## src/rtl/mem_port_arbiter.sv

```systemverilog
// Single-port memory arbiter between the instruction-fetch and load/store ports.
// Optional grant/conflict counters are compiled in with MEM_ARB_STATS_EN.
`timescale 1ns/1ps
module mem_port_arbiter #(
  parameter int ADDR_W       = 32,
  parameter int DATA_W       = 32,
  parameter int STARVE_LIMIT = 4,
  parameter int WAIT_W       = 4
) (
  input  logic              clock,
  input  logic              reset,
  input  logic              i_req,
  input  logic [ADDR_W-1:0] i_addr,
  output logic              i_done,
  output logic [DATA_W-1:0] i_rdata,
  input  logic              d_req,
  input  logic              d_we,
  input  logic [ADDR_W-1:0] d_addr,
  input  logic [DATA_W-1:0] d_wdata,
  output logic              d_done,
  output logic [DATA_W-1:0] d_rdata,
`ifdef MEM_ARB_STATS_EN
  output logic [31:0]       stat_i_grants,
  output logic [31:0]       stat_d_grants,
  output logic [31:0]       stat_conflicts,
`endif
  output logic [ADDR_W-1:0] mem_addr,
  input  logic [DATA_W-1:0] mem_rd,
  output logic              mem_we,
  output logic [DATA_W-1:0] mem_wd
);

  typedef enum logic [1:0] {S_IDLE, S_BUSY, S_RESP} state_t;

  localparam logic [WAIT_W-1:0] LIMIT = WAIT_W'(STARVE_LIMIT);

  state_t              r_state;
  state_t              w_next;
  logic                r_owner_d;
  logic                r_we;
  logic [ADDR_W-1:0]   r_addr;
  logic [DATA_W-1:0]   r_wd;
  logic [WAIT_W-1:0]   r_wait_cnt;
  logic                r_i_done;
  logic                r_d_done;
  logic [DATA_W-1:0]   r_i_rdata;
  logic [DATA_W-1:0]   r_d_rdata;

  logic                w_any;
  logic                w_conflict;
  logic                w_fetch_wins;
  logic                w_grant;
  logic                w_busy;

  function automatic logic [WAIT_W-1:0] sat_inc(input logic [WAIT_W-1:0] v);
    return (&v) ? v : v + 1'b1;
  endfunction

  assign w_any        = i_req | d_req;
  assign w_conflict   = i_req & d_req;
  // With both requesting, fetch wins only once it has lost enough ties in a row.
  assign w_fetch_wins = i_req & (~d_req | (r_wait_cnt >= LIMIT));
  assign w_grant      = (r_state == S_IDLE) & w_any;
  assign w_busy       = (r_state == S_BUSY);

  always_ff @(posedge clock) begin
    if (reset) r_state <= S_IDLE;
    else       r_state <= w_next;
  end

  always_comb begin
    w_next = r_state;
    case (r_state)
      S_IDLE:  if (w_any) w_next = S_BUSY;
      S_BUSY:  w_next = S_RESP;
      S_RESP:  w_next = S_IDLE;
      default: w_next = S_IDLE;
    endcase
  end

  // Reset gates the write strobe and done pulses combinationally so a reset
  // arriving in BUSY or RESP cancels the write / response in that same cycle.
  always_comb begin
    mem_addr = r_addr;
    mem_wd   = r_wd;
    mem_we   = w_busy & r_we & ~reset;
    i_done   = r_i_done & ~reset;
    d_done   = r_d_done & ~reset;
    i_rdata  = r_i_rdata;
    d_rdata  = r_d_rdata;
  end

  // Grant: latch the winner's request
  always_ff @(posedge clock) begin
    if (reset) begin
      r_owner_d <= 1'b0;
      r_we      <= 1'b0;
      r_addr    <= '0;
      r_wd      <= '0;
    end else if (w_grant) begin
      r_owner_d <= ~w_fetch_wins;
      r_we      <= w_fetch_wins ? 1'b0 : d_we;
      r_addr    <= w_fetch_wins ? i_addr : d_addr;
      r_wd      <= w_fetch_wins ? '0 : d_wdata;
    end
  end

  always_ff @(posedge clock) begin
    if (reset) begin
      r_wait_cnt <= '0;
    end else if (w_grant) begin
      if (w_fetch_wins)    r_wait_cnt <= '0;
      else if (w_conflict) r_wait_cnt <= sat_inc(r_wait_cnt);
    end
  end

  // Access: capture read data, arm the owner's done for RESP
  always_ff @(posedge clock) begin
    if (reset) begin
      r_i_done  <= 1'b0;
      r_d_done  <= 1'b0;
      r_i_rdata <= '0;
      r_d_rdata <= '0;
    end else begin
      r_i_done <= w_busy & ~r_owner_d;
      r_d_done <= w_busy & r_owner_d;
      if (w_busy & ~r_owner_d)         r_i_rdata <= mem_rd;
      if (w_busy & r_owner_d & ~r_we)  r_d_rdata <= mem_rd;
    end
  end

`ifdef MEM_ARB_STATS_EN
  logic [31:0] r_stat_i;
  logic [31:0] r_stat_d;
  logic [31:0] r_stat_c;

  always_ff @(posedge clock) begin
    if (reset) begin
      r_stat_i <= '0;
      r_stat_d <= '0;
      r_stat_c <= '0;
    end else if (w_grant) begin
      if (w_fetch_wins) r_stat_i <= r_stat_i + 32'd1;
      else              r_stat_d <= r_stat_d + 32'd1;
      if (w_conflict)   r_stat_c <= r_stat_c + 32'd1;
    end
  end

  assign stat_i_grants  = r_stat_i;
  assign stat_d_grants  = r_stat_d;
  assign stat_conflicts = r_stat_c;
`endif

endmodule
```

## config.mk

```make
export PLATFORM = sky130hd
export DESIGN_NAME = mem_port_arbiter
export DESIGN_NICKNAME = d
export VERILOG_FILES = /design/src/rtl/mem_port_arbiter.sv
export SDC_FILE = /design/constraint.sdc
export NUM_CORES = 1
export LEC_CHECK = 0
export CAP_MARGIN = 0
export CORE_MARGIN = 4
export CORE_UTILIZATION = 37
export DETAILED_ROUTE_END_ITERATION = 8
export GPL_TIMING_DRIVEN = 0
export PLACE_DENSITY = 0.8
export SLEW_MARGIN = 5
export SYNTH_ARGS = -nofsm -noshare
export SYNTH_HDL_FRONTEND = slang
export SYNTH_SLANG_ARGS = --single-unit
export TNS_END_PERCENT = 10
```

## constraint.sdc

```tcl
create_clock -name clock -period 1.35 [get_ports clock]
set_clock_uncertainty 0.05 [all_clocks]
set_input_delay 0.2025 -clock clock [delete_from_list [all_inputs] [get_ports clock]]
set_output_delay 0.2025 -clock clock [all_outputs]
set_load 0.02 [all_outputs]
```

==> results of run 1 <==
path summary, 6_finish.rpt:
kind	endpoint	cells after the start
setup / recovery	mem_we	3
hold / removal	mem_wd[10]	3
setup reg to reg	mem_addr[29]	4
hold reg to reg	d_rdata[16]	2
logic make-up after synthesis:
| family | Yosys count | share of synthesized area |
|---|---|---|
| AND/OR/NAND/NOR | 187 | 0.150 |
| adder cells (fa/ha/maj) | 1 | 0.00228 |
| AO/OA/AOI/OAI | 264 | 0.286 |
| flip-flops | 138 | 0.503 |
| buffers and inverters | 77 | 0.0586 |
final cells by class:
type	instances	share of cell area
flip-flops and latches	138	0.309
multi-input cells	452	0.278
repair buffers	270	0.265
plain buffers	74	0.0531
clock buffers	17	0.0473
well taps	184	0.0256
clock inverters	15	0.0212
diodes	2	0.000557
inverters	1	0.000418
repair_timing:
action,4_1_cts,5_1_grt
gates cloned,0,1
pin swaps,3,2
buffers inserted,5,2
endpoints found under the setup margin,265,223
resized for setup,338,131
routing by layer:
metal,share of wire,global-route usage,vias up
li1,-,-,2988
met1,0.42,0.293,2919
met2,0.47,0.382,275
met3,0.087,0.0749,32
met4,0.021,0.0825,0
met5,0,0,-
placed cells by master, fill, tap and decap left out, drive strengths merged, types with 2 or more instances in the layout:
master / n
nor2b: 3
nand2: 131
or2: 2
nand3: 32
nand4: 2
bufinv: 3
a311oi: 33
o2111ai: 33
inv: 4
nor2: 4
and2: 2
dfxtp: 138
clkdlybuf4s50: 129
clkbuf: 131
buf: 41
o21ai: 65
or3b: 3
clkinv: 8
diode: 2
nor3b: 3
a21oi: 133
clkdlybuf4s15: 58
registers in the layout (all words and copies together) (netlist names):
name        flops
d_rdata        32
i_rdata        32
mem_addr       32
mem_wd         32
r_wait_cnt      4
r_state         2
r_d_done        1
r_i_done        1
r_owner_d       1
r_we            1
per-stage QoR:
stage          cells  total power, uW  area [um^2]   util  TNS [ns]
2_1_floorplan    667             5630         5520      -    -0.582
3_3_place_gp    1113             6800         8370  0.576    -85.62
3_5_place_dp    1113             6820         8370  0.576    -88.56
4_1_cts         1149            11600         9210  0.633     -9.54
5_1_grt         1152            12000         8980  0.618    -15.04
6_report        1153            11500         8980  0.618     -8.59
power by group:
part / switching (uW) / internal, uW / leakage [uW]
registers: 156 / 4340 / 0.00113
logic: 1210 / 1000 / 0.00195
clock network: 1900 / 2940 / 0.000298
worst max-delay path, cell delays in order, from the launching register on:
cell                      delay (ns)
sky130_fd_sc_hd__dfxtp_4        0.39
sky130_fd_sc_hd__nor3b_4        0.22
sky130_fd_sc_hd__and2_4         0.17
sky130_fd_sc_hd__buf_6          0.11
==> results.txt, run 1 <==
----------------------------------------------------
[Timing]
  Final Setup Violations ... 73
  Maximum clock rate ... 640 MHz
  Time the final worst path needs with I/O delays and setup ... 1.56 ns
  Final number of max-transition violations ... 0
  Final Hold Slack ... a little under 0.1 ns
  Setup repair after global routing missed its margin ... true
  PnR worst setup slack ... -0.214 ns
  Post-route clock period utilization ... 1.16
  Fin. Hold Viols ... 0
  Normalized max-slew margin ... 0.612
  Slew at the pin closest to its max-slew limit ... roughly 0.58 ns

[Run status]
  Result of the run ... finished with violations
  Violations in the final reports ... negative setup slack

[GRT]
  Antenna violations before repair ... 1
  Vias in the first global route ... 5,981
  Total overflow reported by the global router ... 0
  Wire length of the first global-routing pass ... 31.4 mm
  Pin count of the biggest net entering global routing ... 17
  Global router's overall resource usage ... 0.234

[Placement]
  Global placement routability congestion ... 0.823
  Count of input and output buffers ... about 260
  Total half-perimeter wirelength after legalization and detailed placement ... 14.8 mm
  Worst slack at placement ... -0.947 ns

[Worst setup path]
  Kind of end point of the critical path ... primary output
  Maximum fanout along the worst path ... 8
  Startpoint of the worst register-to-register path ... r_state[1]
  Nature of the critical path startpoint ... register
  Arrival time of the worst setup path ... 1.31 ns
  Minimum setup slack among reg-to-reg paths ... -0.20 ns
  Required time of the critical path ... approximately 1.1 ns
  Type of the worst setup path ... reg -> out
  CP Launch Point ... r_state[0]

[Routing]
  Drt first-iter violations ... 390
  Total vias in the final route ... about 6,200
  Post-route ant nets ... 0
  Final wirelength ... 20.6 mm
  Remaining DRCs ... 0
  Avg Vias per Cell ... 5.39
  Count of TritonRoute iterations in the first routing pass ... 5
  Routed wire length per instance ... 17.8 um

[Synthesis]
  Most instantiated cells after synthesis ... sky130_fd_sc_hd__dfxtp_1, sky130_fd_sc_hd__a21oi_1, sky130_fd_sc_hd__nand2_1
  Post-Synthesis Cells ... 667
  Most frequently used flop master after synthesis ... sky130_fd_sc_hd__dfxtp_1
  Synth Warn # ... 0
  Largest area contributor in the netlist ... sky130_fd_sc_hd__dfxtp_1
  Avg Cell Area, Syn ... roughly 8.2 um^2
  Number of synthesized register bits ... 138
  Summed instance area of the synthesized netlist ... 0.00549 mm^2
  EDFF count, synth ... 0
  Leading cell types by total area after synthesis ... sky130_fd_sc_hd__dfxtp_1, sky130_fd_sc_hd__a21oi_1, sky130_fd_sc_hd__nand2_1
  Most repeated cell in the gate-level netlist after synthesis ... sky130_fd_sc_hd__dfxtp_1
  Cell variety after synth ... 28
  Yosys top cell area share ... 0.503
  Share of flip-flops with an asynchronous set or reset after synthesis ... 0
  Sequential element share of the synthesized area ... 0.503
  Nets in the synthesized netlist ... 801

[Clock tree]
  TritonCTS Sinks ... 138
  CTS Root Buffer Type ... sky130_fd_sc_hd__clkbuf_16
  Count of hold-fix buffers inserted at cts ... 0
  Clk_lat worst skew ... 0.41 ns
  CTS max path bufs ... 2
  Clock tree from TritonCTS ... done
  Clock buffers created by TritonCTS ... 17
  Clock-pin slew on the worst setup and hold paths ... approximately 0.06 ns
  Level count of the clock H-tree ... 4

[Floorplan]
  Initial core utilization ... 0.378
  Standard cell core area ... 0.0145 mm^2
  Std-Cell Rows ... 44
  Die Area ... about 0.017 mm^2
  Width of the die ... 130 um
  Vertical die dimension ... 130 um
  Top-Level Pins ... around 260

[Cells and area]
  Area taken by flip-flops and latches ... 0.00278 mm^2
  Share of layout cells above drive strength 1 ... 0.213
  Footprint of the multi-input gates ... roughly 0.0025 mm^2
  Filler Cells Inserted ... 1,320
  Final layout net count ... approximately 1,100
  Signed area change from the synthesized netlist to the final layout ... 63.7%

[Worst hold path]
  Min-delay worst type ... in -> reg
  Startpoint of the lowest-slack hold path ... d_req

[Flow run]
  Max Cap Violations ... 0

[Pwr]
  Power density of the placed cells ... between 1000 and 1500 mW/mm^2
  Leakage power total ... between 0.003 and 0.004 uW
  Worst supply voltage drop on vdd ... roughly 0.77 mV

----------------------------------------------------
Power figures use the tool's default switching activity.
==> run 2, diff against run 1 <==
--- a/config.mk
+++ b/config.mk
@@ -7,10 +7,10 @@
 export LEC_CHECK = 0
 export CAP_MARGIN = 0
 export CORE_MARGIN = 4
-export CORE_UTILIZATION = 37
+export CORE_UTILIZATION = 41
 export DETAILED_ROUTE_END_ITERATION = 8
 export GPL_TIMING_DRIVEN = 0
-export PLACE_DENSITY = 0.8
+export PLACE_DENSITY = 0.84
 export SLEW_MARGIN = 5
 export SYNTH_ARGS = -nofsm -noshare
 export SYNTH_HDL_FRONTEND = slang
==> constraint.sdc (replaced) <==
create_clock -name clock -period 1.7 [get_ports clock]
set_clock_uncertainty 0.05 [all_clocks]
set_input_delay 0.255 -clock clock [delete_from_list [all_inputs] [get_ports clock]]
set_output_delay 0.255 -clock clock [all_outputs]
set_load 0.02 [all_outputs]
==> run 2 against run 1 <==
The flow now finishes without violations. Worst setup slack better by 0.23 ns. Register-to-register slack better by 0.25 ns. Power is 19% lower. Largest cell class unchanged. Largest power group unchanged.
==> results.txt, run 2 (same netlist as run 1, synthesis figures left out) <==
----------------------------------------------------
[Run status]
  Result of the run ... finished, final reports clean

[GRT]
  Total overflow reported by the global router ... 0 (unchanged)
  Pin count of the biggest net entering global routing ... 17 (unchanged)
  Wire length of the first global-routing pass ... 30.3 mm (-3.6%)
  Antenna violations before repair ... 0 (-1)
  Global router's overall resource usage ... 0.252 (+0.0178)
  Vias in the first global route ... 6,047 (+1.1%)

[Placement]
  Count of input and output buffers ... 262 (unchanged)
  Global placement routability congestion ... 0.819 (-0.50%)
  Total placed instance area ... 0.00833 mm^2 (-0.45%)
  Worst slack at placement ... -0.537 ns (+0.411 ns)
  Total half-perimeter wirelength after legalization and detailed placement ... 14.5 mm (-2.2%)

[Pwr]
  Worst supply voltage drop on vdd ... 0.648 mV (-16%)
  Leakage power total ... 0.00445 uW (+32%)
  Power density of the placed cells ... 1010 mW/mm^2 (-21%)

[Timing]
  Maximum clock rate ... 595 MHz
  Post-route clock period utilization ... 0.989
  Final Hold Slack ... 0.159 ns (+0.0611 ns)
  Final Setup Violations ... 0 (-100%)
  Slew at the pin closest to its max-slew limit ... 0.553 ns (-0.0288 ns)
  Fin. Hold Viols ... 0 (unchanged)
  Final number of max-transition violations ... 0 (unchanged)
  Normalized max-slew margin ... 0.631 (+0.0184)
  PnR worst setup slack ... 0.0182 ns (+0.232 ns)
  Setup repair after global routing missed its margin ... true
  Time the final worst path needs with I/O delays and setup ... 1.68 ns

[Cells and area]
  Count of inserted antenna diode cells ... 0 (-2)
  Share of layout cells above drive strength 1 ... 0.0855 (-0.128)
  Commonest non-fill, non-tap cells in the layout ... sky130_fd_sc_hd__clkdlybuf4s50_1, sky130_fd_sc_hd__dfxtp_1, sky130_fd_sc_hd__a21oi_1
  Cell area after layout ... 0.00919 mm^2 (+2.3%)
  Signed area change from the synthesized netlist to the final layout ... 67.5%
  Final layout net count ... 1,082 (-0.55%)
  Commonest non-fill, non-tap cell in the layout ... sky130_fd_sc_hd__clkdlybuf4s50_1

[Clock tree]
  Clock-pin slew on the worst setup and hold paths ... 0.06 ns (about the same)
  TritonCTS Sinks ... 138 (unchanged)
  CTS Root Buffer Type ... sky130_fd_sc_hd__clkbuf_16
  Clk_lat worst skew ... 0.41 ns (about the same)
  Clock tree from TritonCTS ... done
  Count of hold-fix buffers inserted at cts ... 0 (unchanged)
  Clock buffers created by TritonCTS ... 17 (unchanged)
  Level count of the clock H-tree ... 4 (unchanged)
  CTS max path bufs ... 2 (unchanged)

[Routing]
  Count of TritonRoute iterations in the first routing pass ... 5 (unchanged)
  Drt first-iter violations ... 402 (+3.1%)
  Final wirelength ... 20.0 mm (-2.6%)
  Routed wire length per instance ... 17.6 um (-1.0%)
  Total vias in the final route ... 6,235 (+0.34%)
  Avg Vias per Cell ... 5.49 (+1.9%)
  Post-route ant nets ... 0 (unchanged)
  Remaining DRCs ... 0 (unchanged)

[Worst setup path]
  Kind of end point of the critical path ... primary output
  Worst path bufs/invs ... 1 (unchanged)
  Type of the worst setup path ... reg -> out
  Arrival time of the worst setup path ... 1.38 ns (+0.07 ns)
  Cells along the critical path ... clkdlybuf4s50_1
  Delay of the slowest critical-path stage ... 0.63 ns (+0.24 ns)
  Nature of the critical path startpoint ... register
  Maximum fanout along the worst path ... 2 (-6)
  Slowest cell on the critical path ... sky130_fd_sc_hd__clkdlybuf4s50_1
  Required time of the critical path ... 1.39 ns (+0.29 ns)
  Worst path top cell family by delay ... buffers and inverters

[Worst hold path]
  Min-delay worst type ... in -> reg

[Floorplan]
  Standard cell core area ... 0.0132 mm^2 (-9.2%)
  Std-Cell Rows ... 42 (-4.5%)
  Initial core utilization ... 0.416 (+0.0385)
  Die Area ... 0.0153 mm^2 (-9.2%)
  Top-Level Pins ... 264 (unchanged)
  Width of the die ... 124 um (-4.7%)
  Vertical die dimension ... 124 um (-4.7%)

[Flow run]
  Max Cap Violations ... 0 (unchanged)

----------------------------------------------------
## run 2: cell count changes in the layout (fill, tap and decap cells not counted), moves of 13 or more
| cell | before | now |
|---|---|---|
| sky130_fd_sc_hd__clkbuf_1 | 25 | 38 |
| sky130_fd_sc_hd__buf_2 | 6 | 20 |
| sky130_fd_sc_hd__clkbuf_2 | 81 | 13 |
| sky130_fd_sc_hd__dlymetal6s2s_1 | 1 | 76 |
| sky130_fd_sc_hd__clkdlybuf4s15_2 | 17 | 0 |
| sky130_fd_sc_hd__dlygate4sd2_1 | 1 | 14 |
| sky130_fd_sc_hd__clkdlybuf4s50_1 | 129 | 169 |
| sky130_fd_sc_hd__clkdlybuf4s15_1 | 41 | 0 |
| sky130_fd_sc_hd__buf_4 | 23 | 4 |
## run 2: final timing paths
check                                  from          end  slack (ns)  cells past startpoint
worst min register to register  i_rdata[31]  i_rdata[31]        0.40                      2
worst max-delay path             d_rdata[1]   d_rdata[1]        0.02                      1
worst max register to register    r_owner_d  i_rdata[13]        0.05                      5
worst min-delay path                  d_req    mem_wd[9]        0.16                      3
## run 2: timing repair
item                                    in CTS  in global routing
setup buffers                                1                  1
resized for setup                           35                116
endpoints found under the setup margin      83                197
hold endpoints to repair                     0                  0
pin swaps                                    0                  1
## run 2: stage by stage
step | utilization | total power, uW | setup TNS (ns) | std cells
after floorplan | - | 4460 | 0 | 667
after global placement | 0.632 | 5370 | -38.43 | 1105
after detailed placement | 0.632 | 5400 | -42.14 | 1105
after CTS | 0.680 | 9370 | -0.0384 | 1135
after global routing | 0.697 | 9660 | -0.300 | 1135
final | 0.697 | 9320 | 0 | 1135
## run 2: cell type report
class	instances	area (um^2)
Clock buffer	19	433
Timing Repair Buffer	264	2800
Buffer	74	345
Sequential cell	138	2770
Multi-Input combinational cell	452	2430
Inverter	1	3.75
Clock inverter	11	196
Tap cell	176	220
Fill cell	1055	4000
## run 2: routing by layer
metal | track usage | vias up | wire length, um | share of wire
met1 | 0.303 | 2942 | 7850 | 0.39
met2 | 0.412 | 273 | 9780 | 0.49
met3 | 0.0745 | 53 | 1660 | 0.083
met4 | 0.121 | 0 | 729 | 0.036
li1 | - | 2967 | - | -
met5 | 0 | - | 0 | 0
## run 2: power breakdown
part           internal (uW)  switching (uW)
Clock                   2590            1390
Sequential              3450             113
Combinational            824             947
Total                   6870            2450
==> run 3, diff against run 2 <==
==> constraint.sdc (replaced) <==
create_clock -name clock -period 1.75 [get_ports clock]
set_clock_uncertainty 0.05 [all_clocks]
set_input_delay 0.2625 -clock clock [delete_from_list [all_inputs] [get_ports clock]]
set_output_delay 0.2625 -clock clock [all_outputs]
set_load 0.02 [all_outputs]
==> run 3 against run 2 <==
Sequential power fell by 3%. Register-to-register slack hardly changed. Routed wire length shrank 2.0%. Critical path depth unchanged. Combinational power about the same. Non-clock buffer count decreased by 1. Sequential share of layout area is 0.61 points higher. Clock-buffer cell count unchanged. Die area is the same.
==> results.txt, run 3 (same netlist as run 1, synthesis figures left out) <==
----------------------------------------------------
[Run status]
  Result of the run ... finished, final reports clean

[Cells and area]
  Filler Cells Inserted ... 1,096 (+3.9%)
  Cell area after layout ... 0.00900 mm^2 (-2.1%)
  Final layout net count ... 1,081 (-0.092%)
  Share of layout cells above drive strength 1 ... 0.0793 (-0.00617)
  Count of inserted antenna diode cells ... 0 (unchanged)
  Commonest non-fill, non-tap cells in the layout ... sky130_fd_sc_hd__clkdlybuf4s50_1, sky130_fd_sc_hd__dfxtp_1, sky130_fd_sc_hd__a21oi_1
  Post-route core utilization ... 0.683 (-0.0144)
  Signed area change from the synthesized netlist to the final layout ... 64.0%
  Commonest non-fill, non-tap cell in the layout ... sky130_fd_sc_hd__clkdlybuf4s50_1

[Pwr]
  Switching fraction of total power ... 0.261 (-0.00195)
  Net switching power ... 2360 uW (-3.4%)
  Power share of the clock group ... 0.425 (-0.002)
  Power density of the placed cells ... 1010 mW/mm^2 (-0.65%)
  Sequential Power Share ... 0.383 (about the same)
  Power, Total ... 9060 uW (-2.7%)
  Proportion of power drawn by combinational gates ... 0.192 (+0.002)
  Leakage power total ... 0.00318 uW (-28%)
  Internal power ... 6700 uW (-2.4%)
  Worst supply voltage drop on vdd ... 0.612 mV (-5.5%)

[Routing]
  Count of TritonRoute iterations in the first routing pass ... 5 (unchanged)
  Remaining DRCs ... 0 (unchanged)
  Total vias in the final route ... 6,174 (-0.98%)
  Routed wire length per instance ... 17.3 um (-1.9%)
  Drt first-iter violations ... 420 (+4.5%)
  Avg Vias per Cell ... 5.44 (-0.89%)
  Post-route ant nets ... 0 (unchanged)
  Final wirelength ... 19.6 mm (-2.0%)

[Floorplan]
  Width of the die ... 124 um (unchanged)
  Standard cell core area ... 0.0132 mm^2 (unchanged)
  Initial core utilization ... 0.416 (unchanged)
  Die Area ... 0.0153 mm^2 (unchanged)
  Vertical die dimension ... 124 um (unchanged)
  Top-Level Pins ... 264 (unchanged)
  Std-Cell Rows ... 42 (unchanged)

[Worst setup path]
  Nature of the critical path startpoint ... register
  Arrival time of the worst setup path ... 1.40 ns (+0.02 ns)
  Maximum fanout along the worst path ... 2 (unchanged)
  Cells along the critical path ... clkdlybuf4s50_1
  Type of the worst setup path ... reg -> out
  CP Launch Point ... d_rdata[3]
  Startpoint of the worst register-to-register path ... r_state[0]
  Required time of the critical path ... 1.44 ns (+0.05 ns)
  Worst path top cell family by delay ... buffers and inverters
  Kind of end point of the critical path ... primary output
  Delay of the slowest critical-path stage ... 0.63 ns (about the same)
  Worst path bufs/invs ... 1 (unchanged)
  Slowest cell on the critical path ... sky130_fd_sc_hd__clkdlybuf4s50_1

[GRT]
  Vias in the first global route ... 6,033 (-0.23%)
  Pin count of the biggest net entering global routing ... 17 (unchanged)
  Antenna violations before repair ... 0 (unchanged)
  Met2 routing resource usage after global routing ... 0.412 (about the same)
  GR met1 Demand/Resource ... 0.302 (-0.00114)
  Wire length of the first global-routing pass ... 30.2 mm (-0.25%)
  Grt peak-use layer ... met2
  Total overflow reported by the global router ... 0 (unchanged)
  Met3 GRT Util ... 0.0749 (+0.000454)
  Global router's overall resource usage ... 0.252 (-0.000481)

[Timing]
  Fin. Hold Viols ... 0 (unchanged)
  Final number of max-transition violations ... 0 (unchanged)
  Normalized max-slew margin ... 0.630 (-0.000945)
  Setup repair after global routing missed its margin ... true
  Maximum clock rate ... 585 MHz
  Final Setup Violations ... 0 (unchanged)
  Post-route clock period utilization ... 0.977
  Time the final worst path needs with I/O delays and setup ... 1.71 ns
  Slew at the pin closest to its max-slew limit ... 0.554 ns (+0.00141 ns)

[Worst hold path]
  Min-delay worst type ... in -> reg
  Startpoint of the lowest-slack hold path ... d_req

[Clock tree]
  Clk_lat worst skew ... 0.41 ns (about the same)
  Clock tree from TritonCTS ... done
  Level count of the clock H-tree ... 4 (unchanged)
  Clock buffers created by TritonCTS ... 17 (unchanged)
  Clock-pin slew on the worst setup and hold paths ... 0.06 ns (about the same)
  TritonCTS Sinks ... 138 (unchanged)
  CTS max path bufs ... 2 (unchanged)
  CTS Root Buffer Type ... sky130_fd_sc_hd__clkbuf_16
  Count of hold-fix buffers inserted at cts ... 0 (unchanged)

[Placement]
  Global placement routability congestion ... 0.819 (unchanged)
  Total half-perimeter wirelength after legalization and detailed placement ... 14.5 mm (unchanged)
  Total placed instance area ... 0.00833 mm^2 (unchanged)
  Count of input and output buffers ... 262 (unchanged)

[Flow run]
  Max Cap Violations ... 0 (unchanged)

----------------------------------------------------
-- run 3: final timing paths --
kind / depth (start not counted) / endpoint / slack, ns
max: 1 / d_rdata[3] / 0.04
min: 3 / mem_wd[9] / 0.15
min reg2reg: 2 / i_rdata[0] / 0.40
max reg2reg: 5 / i_rdata[6] / 0.06
-- run 3: power by group through the flow --
| stage | Combinational [uW] | Sequential [uW] | Clock (uW) |
|---|---|---|---|
| 2_1_floorplan | 571 | 3760 | 0 |
| 3_3_place_gp | 1700 | 3520 | 0 |
| 3_5_place_dp | 1720 | 3530 | 0 |
| 4_1_cts | 1730 | 3470 | 3920 |
| 5_1_grt | 1870 | 3490 | 4060 |
| 6_report | 1740 | 3470 | 3860 |
-- run 3: area by class of cell --
type                    count  area (um^2)  area share
clock buffers              19          433      0.0481
clock inverters            11          196      0.0218
repair buffers            263         2630       0.292
flip-flops and latches    138         2770       0.307
well taps                 176          220      0.0245
plain buffers              74          328      0.0364
multi-input cells         452         2430       0.270
inverters                   1         3.75    0.000417
-- run 3: layer usage --
| metal | wire length [um] | part of all wire | vias up |
|---|---|---|---|
| met3 | 1700 | 0.087 | 50 |
| met2 | 9490 | 0.48 | 275 |
| li1 | - | - | 2970 |
| met4 | 704 | 0.036 | 0 |
| met5 | 0 | 0 | - |
| met1 | 7740 | 0.39 | 2879 |
-- run 3: metrics by stage --
stage	setup WS, ns	hold slack (ns)	setup TNS, ns	std cells
2_1_floorplan	0.298	0.310	0	667
3_3_place_gp	-0.439	0.391	-32.59	1105
3_5_place_dp	-0.494	0.396	-36.30	1105
4_1_cts	0.00413	0.131	0	1135
5_1_grt	-0.0519	0.155	-0.389	1134
6_report	0.0395	0.154	0	1134
-- run 3: timing repair --
action,4_1_cts,5_1_grt
setup endpoints to repair,33,85
buffers inserted,1,0
endpoints found under the hold margin,0,0
resized for setup,17,31
==> patch 1 (settings of run 2) <==
Build with the macro `MEM_ARB_STATS_EN` defined.
--- a/src/rtl/mem_port_arbiter.sv
+++ b/src/rtl/mem_port_arbiter.sv
@@ -3,2 +3,4 @@
 `timescale 1ns/1ps
+`define MEM_ARB_STATS_EN
+
 module mem_port_arbiter #(
Check against the original RTL (old outputs only; new: stat_conflicts, stat_d_grants and stat_i_grants): equivalent (Yosys induction, for registers that start in step).
==> patch 1 against run 2 <==
The flow now finishes with violations (setup timing); synthesized cell count grew 66%; power rose by 40%; area after synthesis grew 75%; sequential cell count up 96; routed wire length rose by 89%; sequential share of layout area is 1.6 points higher; design area rose by 66%; worst setup slack worse by 350 ps; critical path type is now flop to flop.
==> patch 1: results (changes against run 2) <==
- DR vias/cell: 5.60 (+2.0%)
- Final net count: 1680 (+55%)
- R2R setup slack: -330 ps (-380 ps)
- # port buffers: 358 (+37%)
- FF+latch area: 4830 um2 (+75%)
- Clk pin slew, worst setup/hold paths: 60 ps (about the same)
- H-tree levels: 1 (-3)
- Critical Path AT: 2440 ps (+1060 ps)
- R2R cell count: 6 (+1)
- Pin count of the biggest net entering global routing: 14 (-3)
- Pre-CTS worst setup slack: -1290 ps (-757 ps)
- Avg Inst Size Synth: 8.65 um2 (+5.1%)
- Metal-1 WL: 14.1 mm (+80%)
- Worst vdd ir: 0.693 mV (+7.0%)
- Synth Net Count: 1246 (+56%)
- Leak: 6.34 nW (+43%)
- GRT Total Usage: 26.9% (+1.7 points)
- Placed Area: 13800 um2 (+65%)
- PnR worst setup slack: -330 ps (-348 ps)
- Setup violators final: 123 (+123)
- CP Max Fanout: 10 (+8)
- Setup TNS: -19470 ps (-19470 ps)
- Critical setup path kind: flop to flop
- FFs w/ async S/R, synth: 0% (unchanged)
- CP max stage delay: 420 ps (-210 ps)
- Worst r2r src: r_state[0]
- Ant. Diodes: 0 (unchanged)
- Slowest CP cell: or3_4
- Top delay family on crit path: simple AND/OR/NAND/NOR gates
- Share of cells above drive strength 1: 17.8% (+9.2 points)
- Detailed Route Iter0 Violations: 838 (+110%)
- Vias in the first global route: 10200 (+69%)
- WL met3: 3.18 mm (+91%)
- Sequential area share after synthesis: 48.8% (-1.5 points)
- Number of library cell types mapped by synthesis: 45 (+61%)
- Mux cell area share after synthesis: 1.38% (+1.4 points)
- 1st-pass router iterations: 7 (+2)
- Total CTS buffers: 27 (+10)
- R2r endpoint: stat_conflicts[14]
- Gpl congestion: 0.884 (+7.9%)
- Switching Fraction: 26.5% (+0.24 points)
- Synth top area cells: dfxtp_1 (49%), a21oi_1 (6.5%), nand2_1 (6.4%)
- Outcome: complete, but fails checks
- DP HPWL: 26.3 mm (+81%)
- Failing checks: setup timing
- Synth Area in Compound Gates: 16.7% (-12 points)
- Non-filler cells in the finished layout: 1877 (+65%)
- Synth Area in Adders: 0.522% (+0.29 points)
- Wirelength, routed: 37.8 mm (+89%)
- CTS max path bufs: 3 (+1)
- Relative slew slack: 44.4% (-19 points)
## patch 1: cell types whose count changed after synthesis, moves of 17 or more
cell	run 2	this run
nor2_1	4	108
or4_1	0	40
o21ai_0	64	22
dfxtp_1	138	234
nand4_1	2	32
o2111ai_1	33	0
or3_1	1	25
o31ai_1	0	35
a311oi_1	33	0
a222oi_1	0	32
a22oi_1	0	33
xnor2_1	0	18
nand2_1	131	164
and4_1	0	17
## patch 1: repair_timing
item / in CTS / in global routing
endpoints found under the setup margin: 434 / 194
setup buffers: 25 / 16
resized for setup: 337 / 91
pin swaps: 42 / 36
cloned: 6 / 3
## patch 1: power groups by stage
stage | sequential (W) | combinational, W | clock [W]
2_1_floorplan | 0.00612 | 0.000584 | 0
3_5_place_dp | 0.00591 | 0.00179 | 0
4_1_cts | 0.00577 | 0.00175 | 0.00559
3_3_place_gp | 0.00590 | 0.00177 | 0
5_1_grt | 0.00578 | 0.00190 | 0.00583
6_report | 0.00577 | 0.00179 | 0.00550
## patch 1: layout make-up
type | instances | area share (%)
flip-flops and latches | 234 | 31.7
repair buffers | 408 | 24.2
clock inverters | 11 | 0.419
inverters | 13 | 0.320
clock buffers | 39 | 5.06
plain buffers | 80 | 3.96
well taps | 313 | 2.57
multi-input cells | 779 | 31.8
## patch 1: how the worst min path moves through the flow
stage,from,to,slack [ps],depth (start not counted)
2_1_floorplan,mem_rd[0],d_rdata[0],340,2
3_3_place_gp,r_owner_d,r_i_done,380,1
3_5_place_dp,r_owner_d,r_i_done,400,1
4_1_cts,reset,stat_conflicts[23],150,3
5_1_grt,reset,stat_conflicts[25],170,3
6_report,reset,stat_conflicts[28],160,3
## patch 1: layer usage
layer	GRT usage [%]	vias to the layer above
li1	-	4914
met1	30.3	5022
met2	47.7	483
met3	7.83	101
met4	11.1	0
met5	0	-
==> patch 2 (flow settings as in run 2) <==
Made on the original files. Re-encode `state_t` (3 states) as one-hot, 3 bits wide.
--- a/src/rtl/mem_port_arbiter.sv
+++ b/src/rtl/mem_port_arbiter.sv
@@ -32,3 +32,3 @@
 
-  typedef enum logic [1:0] {S_IDLE, S_BUSY, S_RESP} state_t;
+  typedef enum logic [2:0] {S_IDLE = 3'b001, S_BUSY = 3'b010, S_RESP = 3'b100} state_t;
 
Formal check against the unedited RTL: same outputs for any inputs over 10 cycles, from zero or initial values and one cycle with reset high; not proved beyond that.
==> patch 2 against run 2 <==
The flow now finishes with violations (setup timing); fmax decreased by 11%; sequential cell count is 1 higher; combinational power grew 20%; hold slack gained 200 ps; worst setup slack got worse by 200 ps; die area is 2.3% higher; routed wire length is 6.9% higher; design area rose by 3.6%; sequential power is 1% higher; utilization grew 1.7 points; global-route usage rose by 0.90 points; area after synthesis is 2.5% higher; power is 8.3% higher; critical path type unchanged; largest cell class unchanged.
==> patch 2: results (changes against run 2) <==
- Buffers excl. clock: 350 (+3.6%)
- Multi-input gate share of total cell area: 26.9% (+0.40 points)
- Die area: 15700 um2 (+2.3%)
- Routed len/inst: 18.6 um (+5.2%)
- Worst vdd ir: 0.708 mV (+9.2%)
- Synth Area in Compound Gates: 30.6% (+2.1 points)
- Synth top area cells: dfxtp_1 (49%), a21oi_1 (12%), o21ai_0 (7.7%)
- Vias in the first global route: 6281 (+3.9%)
- Failing checks: setup timing
- Synth Area in Adders: 0.222% (-0.0055 points)
- 1st-pass router iterations: 7 (+2)
- Clk_buf instances: 20 (+1)
- Inverters: 2 (+1)
- Slowest CP cell: or3b_4
- Critical Path AT: 1580 ps (+200 ps)
- Share of cells above drive strength 1: 10.2% (+1.7 points)
- CP max stage delay: 400 ps (-230 ps)
- Pre-CTS worst setup slack: -621 ps (-84.1 ps)
- Setup violators final: 2 (+2)
- Clk tree area frac: 7.33% (+0.49 points)
- Fill count: 1020 (-3.3%)
- PnR worst setup slack: -185 ps (-203 ps)
- Sequential cell area share: 29.3% (-0.77 points)
- Placed Area: 8480 um2 (+1.7%)
- CP Max Fanout: 6 (+4)
- # port buffers: 263 (+0.38%)
- Outcome: complete, but fails checks
- Via count: 6501 (+4.3%)
- CTS Sinks: 139 (+0.72%)
- Synth Net Count: 811 (+1.2%)
- Multi-In Gates: 454 (+0.44%)
- Detailed Route Iter0 Violations: 536 (+33%)
-- patch 2: changes by cell type after synthesis, moves of 2 or more --
cell,before,now
nand2_1,131,67
nand3_1,32,64
o21ai_0,64,87
clkbuf_1,54,66
o21ai_1,1,10
buf_2,20,14
nor3b_2,0,3
a21oi_1,133,131
buf_1,0,2
buf_4,2,0
nor3_1,1,3
nor3b_1,2,0
-- patch 2: final timing paths --
kind | slack (ps) | to | from
setup / recovery | -180 | mem_we | r_state[2]
hold / removal | 360 | mem_wd[2] | d_wdata[2]
setup reg to reg | 0 | i_rdata[24] | r_state[0]
hold reg to reg | 400 | i_rdata[0] | i_rdata[0]
-- patch 2: logic make-up after synthesis --
family                   Yosys count
flip-flops                       139
buffers and inverters             84
AO/OA/AOI/OAI                    295
adder cells (fa/ha/maj)            1
AND/OR/NAND/NOR                  158
-- patch 2: metrics by stage --
stage	instances	TNS [ps]
final	1153	-234
after floorplan	677	0
after detailed placement	1116	-44940
after CTS	1151	-2690
after global placement	1116	-43110
after global routing	1153	-8250
-- patch 2: per-layer routing --
layer  GRT usage [%]  share of wire, %
met1            30.8                39
met2            43.8                49
met3            8.10               8.2
met5               0                 0
met4            11.6               3.3
-- patch 2: power by group through the flow --
| stage | sequential (W) | combinational (W) | clock (W) |
|---|---|---|---|
| floorplan | 0.00393 | 0.000744 | 0 |
| global placement | 0.00368 | 0.00201 | 0 |
| detailed placement | 0.00369 | 0.00202 | 0 |
| CTS | 0.00362 | 0.00206 | 0.00441 |
| global route | 0.00364 | 0.00227 | 0.00453 |
| finish | 0.00362 | 0.00212 | 0.00435 |
-- patch 2: timing repair --
action                                  CTS  global route
resized for setup                        69           144
pin swaps                                 3             3
buffers inserted                          4             2
endpoints found under the setup margin  126           199
endpoints found under the hold margin     0             0
